[src/rtl/apb3_bridge_pkg.sv]
// Shared types for the APB3 bridge: FSM state encoding, default request record, select decode.
package apb3_bridge_pkg;

    localparam int SEL_MAX_W = 5;
    localparam int NSLV_MAX  = 16;

    typedef enum logic [1:0] {
        IDLE   = 2'd0,
        SETUP  = 2'd1,
        ACCESS = 2'd2
    } apb_state_e;

    typedef struct packed {
        logic        write;
        logic [31:0] addr;
        logic [31:0] wdata;
        logic [2:0]  sel;
    } apb_req_t;

    function automatic logic [NSLV_MAX-1:0] sel_onehot(input logic [SEL_MAX_W-1:0] idx);
        logic [NSLV_MAX-1:0] one;
        one = {{(NSLV_MAX-1){1'b0}}, 1'b1};
        return one << idx;
    endfunction

endpackage

[src/rtl/apb3_bridge_fsm_if.sv]
// Request/response handshake and APB3 fabric bundle; master = bridge view, slave = environment view.
interface apb3_bridge_fsm_if #(
    parameter int ADDR_W = 32,
    parameter int DATA_W = 32,
    parameter int NSLV   = 4,
    parameter int SEL_W  = $clog2(NSLV) + 1
);
    logic                   req_valid;
    logic                   req_ready;
    logic                   req_write;
    logic [ADDR_W-1:0]      req_addr;
    logic [DATA_W-1:0]      req_wdata;
    logic [SEL_W-1:0]       req_sel;
    logic                   rsp_valid;
    logic [DATA_W-1:0]      rsp_rdata;
    logic                   rsp_err;
    logic [NSLV-1:0]        psel;
    logic                   penable;
    logic                   pwrite;
    logic [ADDR_W-1:0]      paddr;
    logic [DATA_W-1:0]      pwdata;
    logic [NSLV-1:0]        pready;
    logic [NSLV*DATA_W-1:0] prdata;
    logic [NSLV-1:0]        pslverr;

    modport master (
        input  req_valid, req_write, req_addr, req_wdata, req_sel,
        input  pready, prdata, pslverr,
        output req_ready, rsp_valid, rsp_rdata, rsp_err,
        output psel, penable, pwrite, paddr, pwdata
    );

    modport slave (
        output req_valid, req_write, req_addr, req_wdata, req_sel,
        output pready, prdata, pslverr,
        input  req_ready, rsp_valid, rsp_rdata, rsp_err,
        input  psel, penable, pwrite, paddr, pwdata
    );
endinterface

[src/rtl/apb_req_skid.sv]
// Single-entry pending buffer with bypass: presents the stored request if full, else the incoming one.
// Latency: zero on the bypass path; a stored entry is presented the cycle after it is loaded.
// Backpressure: caller must only assert in_vld while pend_vld is low; take drains the presented request.
module apb_req_skid
    import apb3_bridge_pkg::*;
#(
    parameter type req_t = apb_req_t
) (
    input  logic clk,
    input  logic rst,
    input  logic in_vld,
    input  req_t in_dat,
    input  logic take,
    output logic pend_vld,
    output logic out_vld,
    output req_t out_dat
);
    logic pend_vld_q, pend_vld_d;
    req_t pend_q, pend_d;

    always_comb begin
        pend_vld_d = pend_vld_q;
        pend_d     = pend_q;
        if (take && pend_vld_q) begin
            pend_vld_d = 1'b0;
        end
        if (in_vld && !take) begin
            pend_vld_d = 1'b1;
            pend_d     = in_dat;
        end
    end

    always_ff @(posedge clk) begin
        if (!rst) begin
            pend_vld_q <= 1'b0;
            pend_q     <= '0;
        end else begin
            pend_vld_q <= pend_vld_d;
            pend_q     <= pend_d;
        end
    end

    assign pend_vld = pend_vld_q;
    assign out_vld  = pend_vld_q || in_vld;
    assign out_dat  = pend_vld_q ? pend_q : in_dat;
endmodule

[src/rtl/apb3_bridge_fsm.sv]
// APB3 master sequencer over NSLV one-hot slaves; APB_TIMEOUT_EN adds an ACCESS-cycle timeout.
// Latency: accept at T -> SETUP T+1 -> ACCESS T+2 -> rsp_valid T+3; 2 cycles per back-to-back transfer.
// Backpressure: req_ready low while the pending slot is full; rsp_valid is a one-cycle strobe, never stalled.
module apb3_bridge_fsm
    import apb3_bridge_pkg::*;
#(
    parameter int ADDR_W      = 32,
    parameter int DATA_W      = 32,
    parameter int NSLV        = 4,
    parameter int SEL_W       = $clog2(NSLV) + 1,
    parameter int TIMEOUT_CYC = 256
) (
    input  logic              clk,
    input  logic              rst,
    apb3_bridge_fsm_if.master bus
);
    typedef struct packed {
        logic              write;
        logic [ADDR_W-1:0] addr;
        logic [DATA_W-1:0] wdata;
        logic [SEL_W-1:0]  sel;
    } req_t;

    localparam logic [SEL_W-1:0] NSLV_SEL = SEL_W'(NSLV);

    apb_state_e        state_q, state_d;
    logic [NSLV-1:0]   psel_q, psel_d;
    logic              penable_q, penable_d;
    logic              pwrite_q, pwrite_d;
    logic [ADDR_W-1:0] paddr_q, paddr_d;
    logic [DATA_W-1:0] pwdata_q, pwdata_d;
    logic              rsp_valid_q, rsp_valid_d;
    logic [DATA_W-1:0] rsp_rdata_q, rsp_rdata_d;
    logic              rsp_err_q, rsp_err_d;

    logic              acc_vld;
    req_t              acc_dat;
    logic              pend_vld;
    logic              src_vld;
    req_t              src_dat;
    logic              src_ok;
    logic              slot;
    logic              done;
    logic              take;
    logic              slv_rdy;
    logic              slv_err;
    logic [DATA_W-1:0] slv_rdata;
    logic              tmo_hit;

    assign bus.req_ready = rst && !pend_vld;
    assign acc_vld       = bus.req_valid && bus.req_ready;
    assign acc_dat       = '{write: bus.req_write, addr: bus.req_addr,
                             wdata: bus.req_wdata, sel: bus.req_sel};

    apb_req_skid #(.req_t(req_t)) u_skid (
        .clk      (clk),
        .rst      (rst),
        .in_vld   (acc_vld),
        .in_dat   (acc_dat),
        .take     (take),
        .pend_vld (pend_vld),
        .out_vld  (src_vld),
        .out_dat  (src_dat)
    );

    always_comb begin
        slv_rdy   = 1'b0;
        slv_err   = 1'b0;
        slv_rdata = '0;
        for (int i = 0; i < NSLV; i++) begin
            if (psel_q[i]) begin
                slv_rdy   = bus.pready[i];
                slv_err   = bus.pslverr[i];
                slv_rdata = bus.prdata[i*DATA_W +: DATA_W];
            end
        end
    end

`ifdef APB_TIMEOUT_EN
    localparam int TMO_W = $clog2(TIMEOUT_CYC + 1);
    logic [TMO_W-1:0] tmo_cnt_q, tmo_cnt_d;

    // Counter is zero in the first ACCESS cycle since SETUP always precedes it.
    assign tmo_hit   = (state_q == ACCESS) && (tmo_cnt_q == TMO_W'(TIMEOUT_CYC - 1));
    assign tmo_cnt_d = (state_q == ACCESS) ? tmo_cnt_q + TMO_W'(1) : '0;

    always_ff @(posedge clk) begin
        if (!rst) tmo_cnt_q <= '0;
        else      tmo_cnt_q <= tmo_cnt_d;
    end
`else
    assign tmo_hit = 1'b0;
`endif

    assign done   = (state_q == ACCESS) && (slv_rdy || tmo_hit);
    assign slot   = (state_q == IDLE) || done;
    assign src_ok = src_dat.sel < NSLV_SEL;
    // A bad select arriving on a completion edge would collide with that completion's response,
    // so it is left in the pending slot and answered from IDLE one cycle later.
    assign take   = slot && src_vld && (src_ok || (state_q == IDLE));

    always_comb begin
        state_d     = state_q;
        psel_d      = psel_q;
        penable_d   = penable_q;
        pwrite_d    = pwrite_q;
        paddr_d     = paddr_q;
        pwdata_d    = pwdata_q;
        rsp_valid_d = 1'b0;
        rsp_rdata_d = '0;
        rsp_err_d   = 1'b0;

        case (state_q)
            SETUP: begin
                state_d   = ACCESS;
                penable_d = 1'b1;
            end
            ACCESS: begin
                if (done) begin
                    state_d     = IDLE;
                    psel_d      = '0;
                    penable_d   = 1'b0;
                    rsp_valid_d = 1'b1;
                    rsp_err_d   = !slv_rdy || slv_err;
                    rsp_rdata_d = (!pwrite_q && slv_rdy && !slv_err) ? slv_rdata : '0;
                end
            end
            default: ;
        endcase

        if (take) begin
            if (src_ok) begin
                state_d   = SETUP;
                psel_d    = NSLV'(sel_onehot(SEL_MAX_W'(src_dat.sel)));
                penable_d = 1'b0;
                pwrite_d  = src_dat.write;
                paddr_d   = src_dat.addr;
                pwdata_d  = src_dat.wdata;
            end else begin
                state_d     = IDLE;
                rsp_valid_d = 1'b1;
                rsp_err_d   = 1'b1;
                rsp_rdata_d = '0;
            end
        end
    end

    always_ff @(posedge clk) begin
        if (!rst) begin
            state_q     <= IDLE;
            psel_q      <= '0;
            penable_q   <= 1'b0;
            pwrite_q    <= 1'b0;
            paddr_q     <= '0;
            pwdata_q    <= '0;
            rsp_valid_q <= 1'b0;
            rsp_rdata_q <= '0;
            rsp_err_q   <= 1'b0;
        end else begin
            state_q     <= state_d;
            psel_q      <= psel_d;
            penable_q   <= penable_d;
            pwrite_q    <= pwrite_d;
            paddr_q     <= paddr_d;
            pwdata_q    <= pwdata_d;
            rsp_valid_q <= rsp_valid_d;
            rsp_rdata_q <= rsp_rdata_d;
            rsp_err_q   <= rsp_err_d;
        end
    end

    assign bus.psel      = psel_q;
    assign bus.penable   = penable_q;
    assign bus.pwrite    = pwrite_q;
    assign bus.paddr     = paddr_q;
    assign bus.pwdata    = pwdata_q;
    assign bus.rsp_valid = rsp_valid_q;
    assign bus.rsp_rdata = rsp_rdata_q;
    assign bus.rsp_err   = rsp_err_q;
endmodule

[src/flat_wrapper.sv]
// flat-port wrapper written by rule: the top's interface ports become plain ports
module apb3_bridge_fsm_flat import apb3_bridge_pkg::*;
#(
    parameter int ADDR_W      = 32,
    parameter int DATA_W      = 32,
    parameter int NSLV        = 4,
    parameter int SEL_W       = $clog2(NSLV) + 1,
    parameter int TIMEOUT_CYC = 256
)
  (clk, rst, bus_req_valid, bus_req_write, bus_req_addr, bus_req_wdata, bus_req_sel, bus_pready, bus_prdata, bus_pslverr, bus_req_ready, bus_rsp_valid, bus_rsp_rdata, bus_rsp_err, bus_psel, bus_penable, bus_pwrite, bus_paddr, bus_pwdata);
  apb3_bridge_fsm_if #(.ADDR_W(ADDR_W), .DATA_W(DATA_W), .NSLV(NSLV), .SEL_W(SEL_W)) bus_i ();
  input  logic clk;
  input  logic rst;
  input wire logic [$bits(bus_i.req_valid)-1:0] bus_req_valid;
  input wire logic [$bits(bus_i.req_write)-1:0] bus_req_write;
  input wire logic [$bits(bus_i.req_addr)-1:0] bus_req_addr;
  input wire logic [$bits(bus_i.req_wdata)-1:0] bus_req_wdata;
  input wire logic [$bits(bus_i.req_sel)-1:0] bus_req_sel;
  input wire logic [$bits(bus_i.pready)-1:0] bus_pready;
  input wire logic [$bits(bus_i.prdata)-1:0] bus_prdata;
  input wire logic [$bits(bus_i.pslverr)-1:0] bus_pslverr;
  output wire logic [$bits(bus_i.req_ready)-1:0] bus_req_ready;
  output wire logic [$bits(bus_i.rsp_valid)-1:0] bus_rsp_valid;
  output wire logic [$bits(bus_i.rsp_rdata)-1:0] bus_rsp_rdata;
  output wire logic [$bits(bus_i.rsp_err)-1:0] bus_rsp_err;
  output wire logic [$bits(bus_i.psel)-1:0] bus_psel;
  output wire logic [$bits(bus_i.penable)-1:0] bus_penable;
  output wire logic [$bits(bus_i.pwrite)-1:0] bus_pwrite;
  output wire logic [$bits(bus_i.paddr)-1:0] bus_paddr;
  output wire logic [$bits(bus_i.pwdata)-1:0] bus_pwdata;
  assign bus_i.req_valid = bus_req_valid;
  assign bus_i.req_write = bus_req_write;
  assign bus_i.req_addr = bus_req_addr;
  assign bus_i.req_wdata = bus_req_wdata;
  assign bus_i.req_sel = bus_req_sel;
  assign bus_i.pready = bus_pready;
  assign bus_i.prdata = bus_prdata;
  assign bus_i.pslverr = bus_pslverr;
  assign bus_req_ready = bus_i.req_ready;
  assign bus_rsp_valid = bus_i.rsp_valid;
  assign bus_rsp_rdata = bus_i.rsp_rdata;
  assign bus_rsp_err = bus_i.rsp_err;
  assign bus_psel = bus_i.psel;
  assign bus_penable = bus_i.penable;
  assign bus_pwrite = bus_i.pwrite;
  assign bus_paddr = bus_i.paddr;
  assign bus_pwdata = bus_i.pwdata;
  apb3_bridge_fsm #(.ADDR_W(ADDR_W), .DATA_W(DATA_W), .NSLV(NSLV), .SEL_W(SEL_W), .TIMEOUT_CYC(TIMEOUT_CYC)) u_core (.clk(clk), .rst(rst), .bus(bus_i));
endmodule
[config.mk]
export PLATFORM = sky130hd
export DESIGN_NAME = apb3_bridge_fsm_flat
export DESIGN_NICKNAME = d
export VERILOG_FILES = /design/src/rtl/apb3_bridge_pkg.sv /design/src/rtl/apb3_bridge_fsm_if.sv /design/src/rtl/apb_req_skid.sv /design/src/rtl/apb3_bridge_fsm.sv /design/src/flat_wrapper.sv
export SDC_FILE = /design/constraint.sdc
export NUM_CORES = 1
export LEC_CHECK = 0
export BUFFER_PORTS_ARGS = -buffer_cell sky130_fd_sc_hd__buf_4
export CORE_UTILIZATION = 50
export CTS_CLUSTER_DIAMETER = 120
export CTS_CLUSTER_SIZE = 8
export DETAILED_ROUTE_END_ITERATION = 8
export PLACE_DENSITY = 0.82
export SYNTH_ARGS = -nofsm -noshare
export SYNTH_HDL_FRONTEND = slang
export SYNTH_SLANG_ARGS = --single-unit
[constraint.sdc]
create_clock -name clk -period 4.9 [get_ports clk]
set_input_delay 0.98 -clock clk [delete_from_list [all_inputs] [get_ports clk]]
set_output_delay 0.98 -clock clk [all_outputs]
set_load 0.03 [all_outputs]
== Yosys cells after proc, flatten, opt, wreduce, memory -nomap -nowiden ==
Index checks and enable logic that the tools add are counted.
Word-level totals
  output and inout bits: 105
  word-level logic and storage cells: 82
  register bits: 175
  bits of input ports: 207
Cells by class
  muxes and demuxes: 40
  $lt $le $gt $ge: 1
  reductions and logical operators: 23
  equality and inequality tests: 3
  shift operators: 1
Operators with widths (count)
  $mux 32: 9
  $mux 68: 1
  $mux 1: 22
  $mux 4: 4
  $logic_and 1x1->1: 9
  $logic_not 1->1: 5
  $logic_or 1x1->1: 4
  $mux 2: 2
  $pmux 2 s2: 1
  $reduce_and 2->1: 2
  $shl 1x3->4 const A: 1
  $lt 3x3->1 const B: 1
  $ne 3x2->1 const B: 1
  $reduce_bool 3->1: 1
  $eq 2x1->1 const B: 1
  $eq 2x2->1 const B: 1
  $logic_not 2->1: 1
  $pmux 1 s2: 1
  $reduce_bool 2->1: 1

== Depth between registers and ports, before layout ==
Gate-level depths: netlist (run 1).
  depth in word-level cells: 11
  mapped depth: 9
  mapped depth without buffers: 6

== By module ==
Synthesis (run 1) repeated with hierarchy kept, for this count alone.
Second synthesis, totals
  cell total of the unflattened synthesis: 1189
  area total of the unflattened synthesis: 9620.5 µm²
Modules (own cells, without submodules)
  apb3_bridge_fsm: seq. area each 2122.0 µm², area an instance 6049.6 µm², cells an instance 814, instances 1
  apb_req_skid: seq. area each 1381.3 µm², area an instance 3570.9 µm², cells an instance 375, instances 1

== Worst setup path before layout (run 1) ==
OpenSTA, ideal clock, no wires.
  path type: input to register
  from: input rst
  to: register u_core.u_skid.pend_q[2] in the netlist's numbering
  path buffers: 2
  arrival time: 2.659 ns
  data required time: 4.813 ns
  path slack: 2.154 ns
  cell stages on the path: 7
  library setup time: 0.087 ns
  cell sequence: nor2b_1 -> nand2_1 -> a311oi_2 -> buf_2 -> buf_2 -> nand2_1 -> o31ai_1
Between the ends
  cells in the longest elaborated chain, start to end: 7
RTL lines
  start: declaration: RTL line flat_wrapper.sv:13  | input logic rst;
  $logic_and 1x1->1: RTL line apb3_bridge_fsm.sv:50  | assign bus.req_ready = rst && !pend_vld;
  $logic_and 1x1->1: RTL line apb3_bridge_fsm.sv:51  | assign acc_vld = bus.req_valid && bus.req_ready;
  $logic_or 1x1->1: RTL line apb_req_skid.sv:44  | assign out_vld = pend_vld_q || in_vld;
  $logic_and 1x1->1 (2 in series): RTL line apb3_bridge_fsm.sv:100  | assign take = slot && src_vld && (src_ok || (state_q == IDLE));
  $logic_not 1->1: RTL line apb_req_skid.sv:27  | if (in_vld && !take) begin
  $logic_and 1x1->1: RTL line apb_req_skid.sv:27
  end signal: assignment: RTL line apb_req_skid.sv:39  | pend_q <= pend_d;
  end: declaration: RTL line apb_req_skid.sv:19  | req_t pend_q, pend_d;
Parallel ways exist; a longest one is shown, timed or not.
A chain may end at the register's enable or synchronous reset.

== Worst setup path in the final report (run 1) ==
  from: register u_core.psel_q[3], in the netlist u_core.bus.psel[3]
  to: register u_core.pwdata_q[23], in the netlist u_core.bus.pwdata[23]
Between the ends
  cells in the longest elaborated chain, start to end: 6
RTL lines
  start: declaration: RTL line apb3_bridge_fsm.sv:27  | logic [NSLV-1:0] psel_q, psel_d;
  start signal: assignment: RTL line apb3_bridge_fsm.sv:161  | psel_q <= psel_d;
  $mux 1: RTL line apb3_bridge_fsm.sv:71  | if (psel_q[i]) begin
  $logic_and 1x1->1: RTL line apb3_bridge_fsm.sv:95  | assign done = (state_q == ACCESS) && (slv_rdy || tmo_hit);
  $logic_or 1x1->1: RTL line apb3_bridge_fsm.sv:96  | assign slot = (state_q == IDLE) || done;
  $logic_and 1x1->1 (2 in series): RTL line apb3_bridge_fsm.sv:100
  $reduce_and 2->1 (no line)
  end signal: assignment: RTL line apb3_bridge_fsm.sv:165  | pwdata_q <= pwdata_d;
  end: declaration: RTL line apb3_bridge_fsm.sv:31  | logic [DATA_W-1:0] pwdata_q, pwdata_d;
No other way between the ends.

==> results.toml, run 1 <==
[route]
drt-initial-drc-count = 444
firstDrtPassIters = 7
drc_errors = 23
avgViaCountPerCell = 5.539
vias = 7467
ant_nets = 0
wl_per_cell_um = 17.11
routed_wl_um = 23060

[final_layout]
fin_area_sq_um = 10570
drive_above_1_share_pct = 33.19
final_common_cell = "buf_4"
nFillCells = 1185
final_cell_mix = "324 x buf_4, 172 x dfxtp_1, 149 x nand2_1, 103 x a21oi_1, 67 x mux2i_1"
area_growth_pct = 38.28
seqCellArea_sq_um = 3510
multi_input_area_sq_um = 3756
fin_nets = 1360

[timing]
period_share_pct = 62.30
hold_violations = 0
slew_headroom_pct = 34.79
fin_skew_ns = 0.008104
finalCriticalPeriod_ns = 3.053
final_max_slew_viol_count = 0
rsz0062_at_grt = "no"
final-setup-viol-count = 0
tns_ns = 0
holdWs_ns = 0.4474
fmax_mhz = 327.6
max_slew.worst_pin.slew_ns = 0.9782

[critical_path]
crit_type = "flip-flop to flip-flop"
worstPathArrival_ns = 3.33
start_kind = "flip-flop"
startpoint = "u_core.bus.psel[3]"
critPathMaxFanout = 66
cp.required_ns = 5.18
crit_buf_inv = 2
slowest_delay_ns = 0.79
cp-end-kind = "flip-flop"
crit_family = "simple AND/OR/NAND/NOR gates"
slowest_stage = "and2_2"
crit_top_cell = "buf_4"
r2r_start = "u_core.bus.psel[3]"
cp_cell_sequence = "buf_4 > nor2b_1 > a311oi_4 > a21o_2 > and2_2 > buf_4 > a211oi_1"

[synthesis]
netlist.area_leader.share_pct = 45.83
yosys_warnings = 0
synth_seq_area_share_pct = 45.83
synth_edf_count = 0
synth_top_area_cell = "dfxtp_1"
synth_nets = 1105
async_flop_share_pct = 0
syn_inst = 895
yosys.cell_types.count = 38
synth_top_flop_cell = "dfxtp_1"
syn_avg_cell_area_sq_um = 8.542
ys_seq_elements = 175
synthesis.area_sq_um = 7645
synth_area_leaders = "dfxtp_1 46%, mux2i_1 8.8%, nand2_1 7.3%, a21oi_1 6.7%, a211oi_1 6.4%"

[global_routing]
grt_pass1_vias = 6979
grt_pass1_wl_um = 35950
overflow = 0
antenna_found_initial = 1
grt_max_degree = 101
grtUsageTotal_pct = 28.95

[clocking]
cts_num_sinks = 175
clockBufferDepth = 2
tritoncts = "done"
h-tree-depth = 4
root_buffer = "clkbuf_16"
clkTransAtPathRegs_ns = 0.07
cts_made_buffers = 17
cts_resized = 0
cts_hold_buf = 0
clk_latency_ns = 0.43
cts_setup_buffers = 0

[place]
dpl_cell_area_sq_um = 9955
port_buffers = 311
gp_congestion = 0.8189
hpwl_um = 15700

[hold_path]
min_from = "u_core.u_skid.pend_q[42]"
hold_path.class = "flip-flop to flip-flop"

[run_status]
violations = "DRC"
status = "finished, violations left"

[pwr]
peakVddDrop_v = 0.0002606
p_per_area_nw_per_um2 = 352.2
p_leak_nw = 4.165

[floorplanning]
dieArea_sq_um = 15790
dieWidth_um = 125.7
core.rowCount = 44
chipHeight_um = 125.7
start_util_pct = 52.01
core_sq_um = 14700
io_pins = 312

[job]
timing.max_cap.violations = 0
==> routing by layer <==
| metal | vias to the layer above | track usage, % | part of all wire [%] |
|---|---|---|---|
| li1 | 3685 | - | - |
| met1 | 3448 | 32.51 | 38 |
| met2 | 287 | 50.72 | 50 |
| met3 | 47 | 8.241 | 7.9 |
| met4 | 0 | 13.34 | 3.5 |
| met5 | - | 0 | 0 |
==> kinds of logic (layout without fill, tap and decap cells) <==
family | count (synthesis) | after routing | share of synthesized area, %
AO/OA/AOI/OAI | 287 | 287 | 23.50
adder cells (fa/ha/maj) | 3 | 3 | 0.4911
buffers and inverters | 95 | 363 | 5.270
flip-flops | 175 | 175 | 45.83
multiplexers | 67 | 67 | 8.772
other | 0 | 1 | 0
AND/OR/NAND/NOR | 268 | 268 | 16.14
==> per-stage QoR <==
step / setup WS, ns / utilization, % / total power [mW] / std cells
after floorplan: 2.154 / - / 2.033 / 895
after global placement: 1.661 / 67.72 / 2.333 / 1315
after detailed placement: 1.622 / 67.72 / 2.346 / 1315
after CTS: 1.885 / 71.90 / 3.739 / 1347
after global routing: 1.696 / 71.92 / 3.876 / 1348
final: 1.847 / 71.92 / 3.723 / 1348
==> flip-flops by register name, indices dropped and copies added, names as in the netlist <==
signal                  flops
u_core.u_skid.pend_q       68
u_core.bus.paddr           32
u_core.bus.pwdata          32
u_core.bus.rsp_rdata       32
u_core.bus.psel             4
u_core.state_q              2
u_core.bus.penable          1
u_core.bus.pwrite           1
u_core.bus.rsp_err          1
u_core.bus.rsp_valid        1
u_core.u_skid.pend_vld      1
==> power by group <==
group | switching [mW] | total, mW | internal (mW)
registers | 0.0638 | 1.58 | 1.51
clock network | 0.570 | 1.40 | 0.832
logic | 0.430 | 0.745 | 0.314
==> area by class of cell <==
type	instances	area share, %
antenna	1	0.02367
clock buffer	19	4.285
clock inverter	13	1.527
inverter	7	0.2485
multi-input combinational	625	35.53
sequential	175	33.20
tap	184	2.178
timing repair buffer	324	23.01
==> Yosys cell counts, types with 12 or more instances <==
cell type    n
nor2b_1     36
a211oi_1    65
mux2i_1     67
nor2_1      21
o21ai_1     12
dfxtp_1    175
clkbuf_1    67
nor3_1      34
o21ai_0     59
a21oi_1    103
nor2_2      18
buf_2       16
nand2_1    149
a221oi_1    32
==> final timing paths <==
check,endpoint,slack (ns),cells after the start
hold reg to reg,u_core.u_skid.pend_q[42],0.45,2
setup / recovery,u_core.bus.pwdata[23],1.85,7
hold / removal,u_core.u_skid.pend_q[42],0.45,2
setup reg to reg,u_core.bus.pwdata[23],1.85,7
==> worst reg2reg max path, stage by stage, from the launching register on <==
cell and delay [ns]:
dfxtp_2 0.35, buf_4 0.32, nor2b_1 0.28, a311oi_4 0.41
a21o_2 0.21, and2_2 0.79, buf_4 0.42, a211oi_1 0.12
No activity file was read; power rests on OpenSTA's default activity.
==> run 2: changes to the inputs <==
Settings changed: CORE_UTILIZATION 50 to 44, PLACE_DENSITY 0.82 to 0.77.
Clock period 4.9 ns to 2.6 ns, I/O delays scaled along.
==> run 2 against run 1 <==
Count of clock-buffer cells in the layout unchanged. The run now ends clean. Critical path depth decreased by 2. Clock skew hardly changed. Flip-flop and latch count did not move. Sequential share of layout area shrank 0.55 points. Register-to-register slack lost 1.4 ns. Design area up 1.7%.
==> results.toml, run 2 (synthesis gave the netlist of run 1 again) <==
[hold_path]
hold_depth = 3
hold_path.class = "input port to flip-flop"

[route]
ant_nets = 0
routed_wl_um = 23350
vias = 7464
wl_per_cell_um = 16.73
firstDrtPassIters = 4
drc_errors = 0
drt-initial-drc-count = 302
avgViaCountPerCell = 5.347

[run_status]
status = "complete, no violations"

[floorplanning]
dieArea_sq_um = 17910
io_pins = 312
core.rowCount = 47
core_sq_um = 16760
start_util_pct = 45.61
dieWidth_um = 133.8
chipHeight_um = 133.8

[critical_path]
critPathMaxFanout = 48
start_kind = "flip-flop"
r2r_cells = 5
worstPathArrival_ns = 2.40
slowest_delay_ns = 0.45
cp-end-kind = "flip-flop"
slowest_stage = "buf_4"
cp.required_ns = 2.89
cp_cell_sequence = "buf_4 > mux2i_1 > a311oi_4 > buf_4 > o21ai_0"
crit_top_cell = "buf_4"
crit_type = "flip-flop to flip-flop"

[global_routing]
grt_max_degree = 89
grt_pass1_vias = 7113
grt_pass1_wl_um = 36120
grtUsageTotal_pct = 25.75
overflow = 0
antenna_found_initial = 1

[timing]
rsz0062_at_grt = "no"
hold_violations = 0
fmax_mhz = 474.1
finalCriticalPeriod_ns = 2.109
final-setup-viol-count = 0
fin_skew_ns = 0.007853
final_max_slew_viol_count = 0
tns_ns = 0
max_slew.worst_pin.slew_ns = 0.6503
slew_headroom_pct = 56.65
period_share_pct = 81.13

[place]
hpwl_um = 16160
gp_congestion = 0.8237
port_buffers = 311

[final_layout]
final_cell_mix = "329 x buf_4, 172 x dfxtp_1, 149 x nand2_1, 103 x a21oi_1, 67 x mux2i_1"
final_core_util_pct = 64.14
largest_register_ffs = 68
final_common_cell = "buf_4"
regMostFlops = "u_core.u_skid.pend_q"
fin_nets = 1372
area_growth_pct = 40.62
drive_above_1_share_pct = 33.79

[clocking]
cts_made_buffers = 17
root_buffer = "clkbuf_16"
clk_latency_ns = 0.43
cts_resized = 0
cts_num_sinks = 175
clockBufferDepth = 2
clkTransAtPathRegs_ns = 0.07
cts_hold_buf = 0
cts_setup_buffers = 0
h-tree-depth = 4
tritoncts = "done"

[pwr]
p_per_area_nw_per_um2 = 644.6
p_leak_nw = 4.217
peakVddDrop_v = 0.0005167

[job]
timing.max_cap.violations = 0
==> run 2: cell types whose count changed in the layout (fill, tap and decap cells not counted), sizes merged <==
| cell | delta |
|---|---|
| clkinvlp | +3 |
| buf | +12 |
| inv | +1 |
| bufinv | -1 |
| clkinv | -3 |
==> run 2: final cells by class <==
type / instances / area, sq um
Inverter: 7 / 26.28
Clock inverter: 13 / 137.6
Tap cell: 220 / 275.3
Multi-Input combinational cell: 625 / 3756
Timing Repair Buffer: 336 / 2610
Antenna cell: 1 / 2.502
Sequential cell: 175 / 3510
Fill cell: 1494 / 6010
Clock buffer: 19 / 432.9
==> run 2: power by group <==
group	total (mW)	internal (mW)	leakage (nW)	switching [mW]
clock	2.51	1.42	0.274	1.09
sequential	2.95	2.85	1.42	0.102
combinational	1.47	0.631	2.52	0.837
total	6.93	4.90	4.22	2.03
==> run 2: metrics by stage <==
stage / power, mW / setup WS, ns / area (sq um) / cells / hold WS [ns]
floorplan: 3.832 / 0.3140 / 7645 / 895 / 0.4281
global placement: 4.452 / 0.3327 / 10180 / 1363 / 0.4349
CTS: 6.966 / 0.4811 / 10750 / 1395 / 0.2833
detailed placement: 4.476 / 0.3015 / 10180 / 1363 / 0.4409
finish: 6.929 / 0.4906 / 10750 / 1396 / 0.2919
global route: 7.213 / 0.3732 / 10750 / 1396 / 0.2902
==> run 2: worst paths after layout <==
kind | slack (ns) | to | from
worst max-delay path | 0.49 | u_core.u_skid.pend_q[46] | u_core.u_skid.pend_vld
worst min-delay path | 0.29 | u_core.u_skid.pend_q[28] | bus_req_wdata[25]
worst max register to register | 0.49 | u_core.u_skid.pend_q[46] | u_core.u_skid.pend_vld
worst min register to register | 0.45 | u_core.u_skid.pend_q[38] | u_core.u_skid.pend_q[38]
==> run 2: metal layers <==
layer / vias up / part of all wire [%] / track usage, %
li1: 3721 / - / -
met1: 3450 / 38 / 27.44
met2: 245 / 50 / 45.39
met3: 48 / 8.5 / 8.466
met4: 0 / 3.6 / 12.94
met5: - / 0 / 0
==> run 2: worst max-delay path, delay by kind of cell (launching register included) <==
family	cells	cell delay, ns
muxes	1	0.20
buffers and inverters	2	0.78
AOI/OAI and AO/OA	2	0.58
DFF	1	0.42
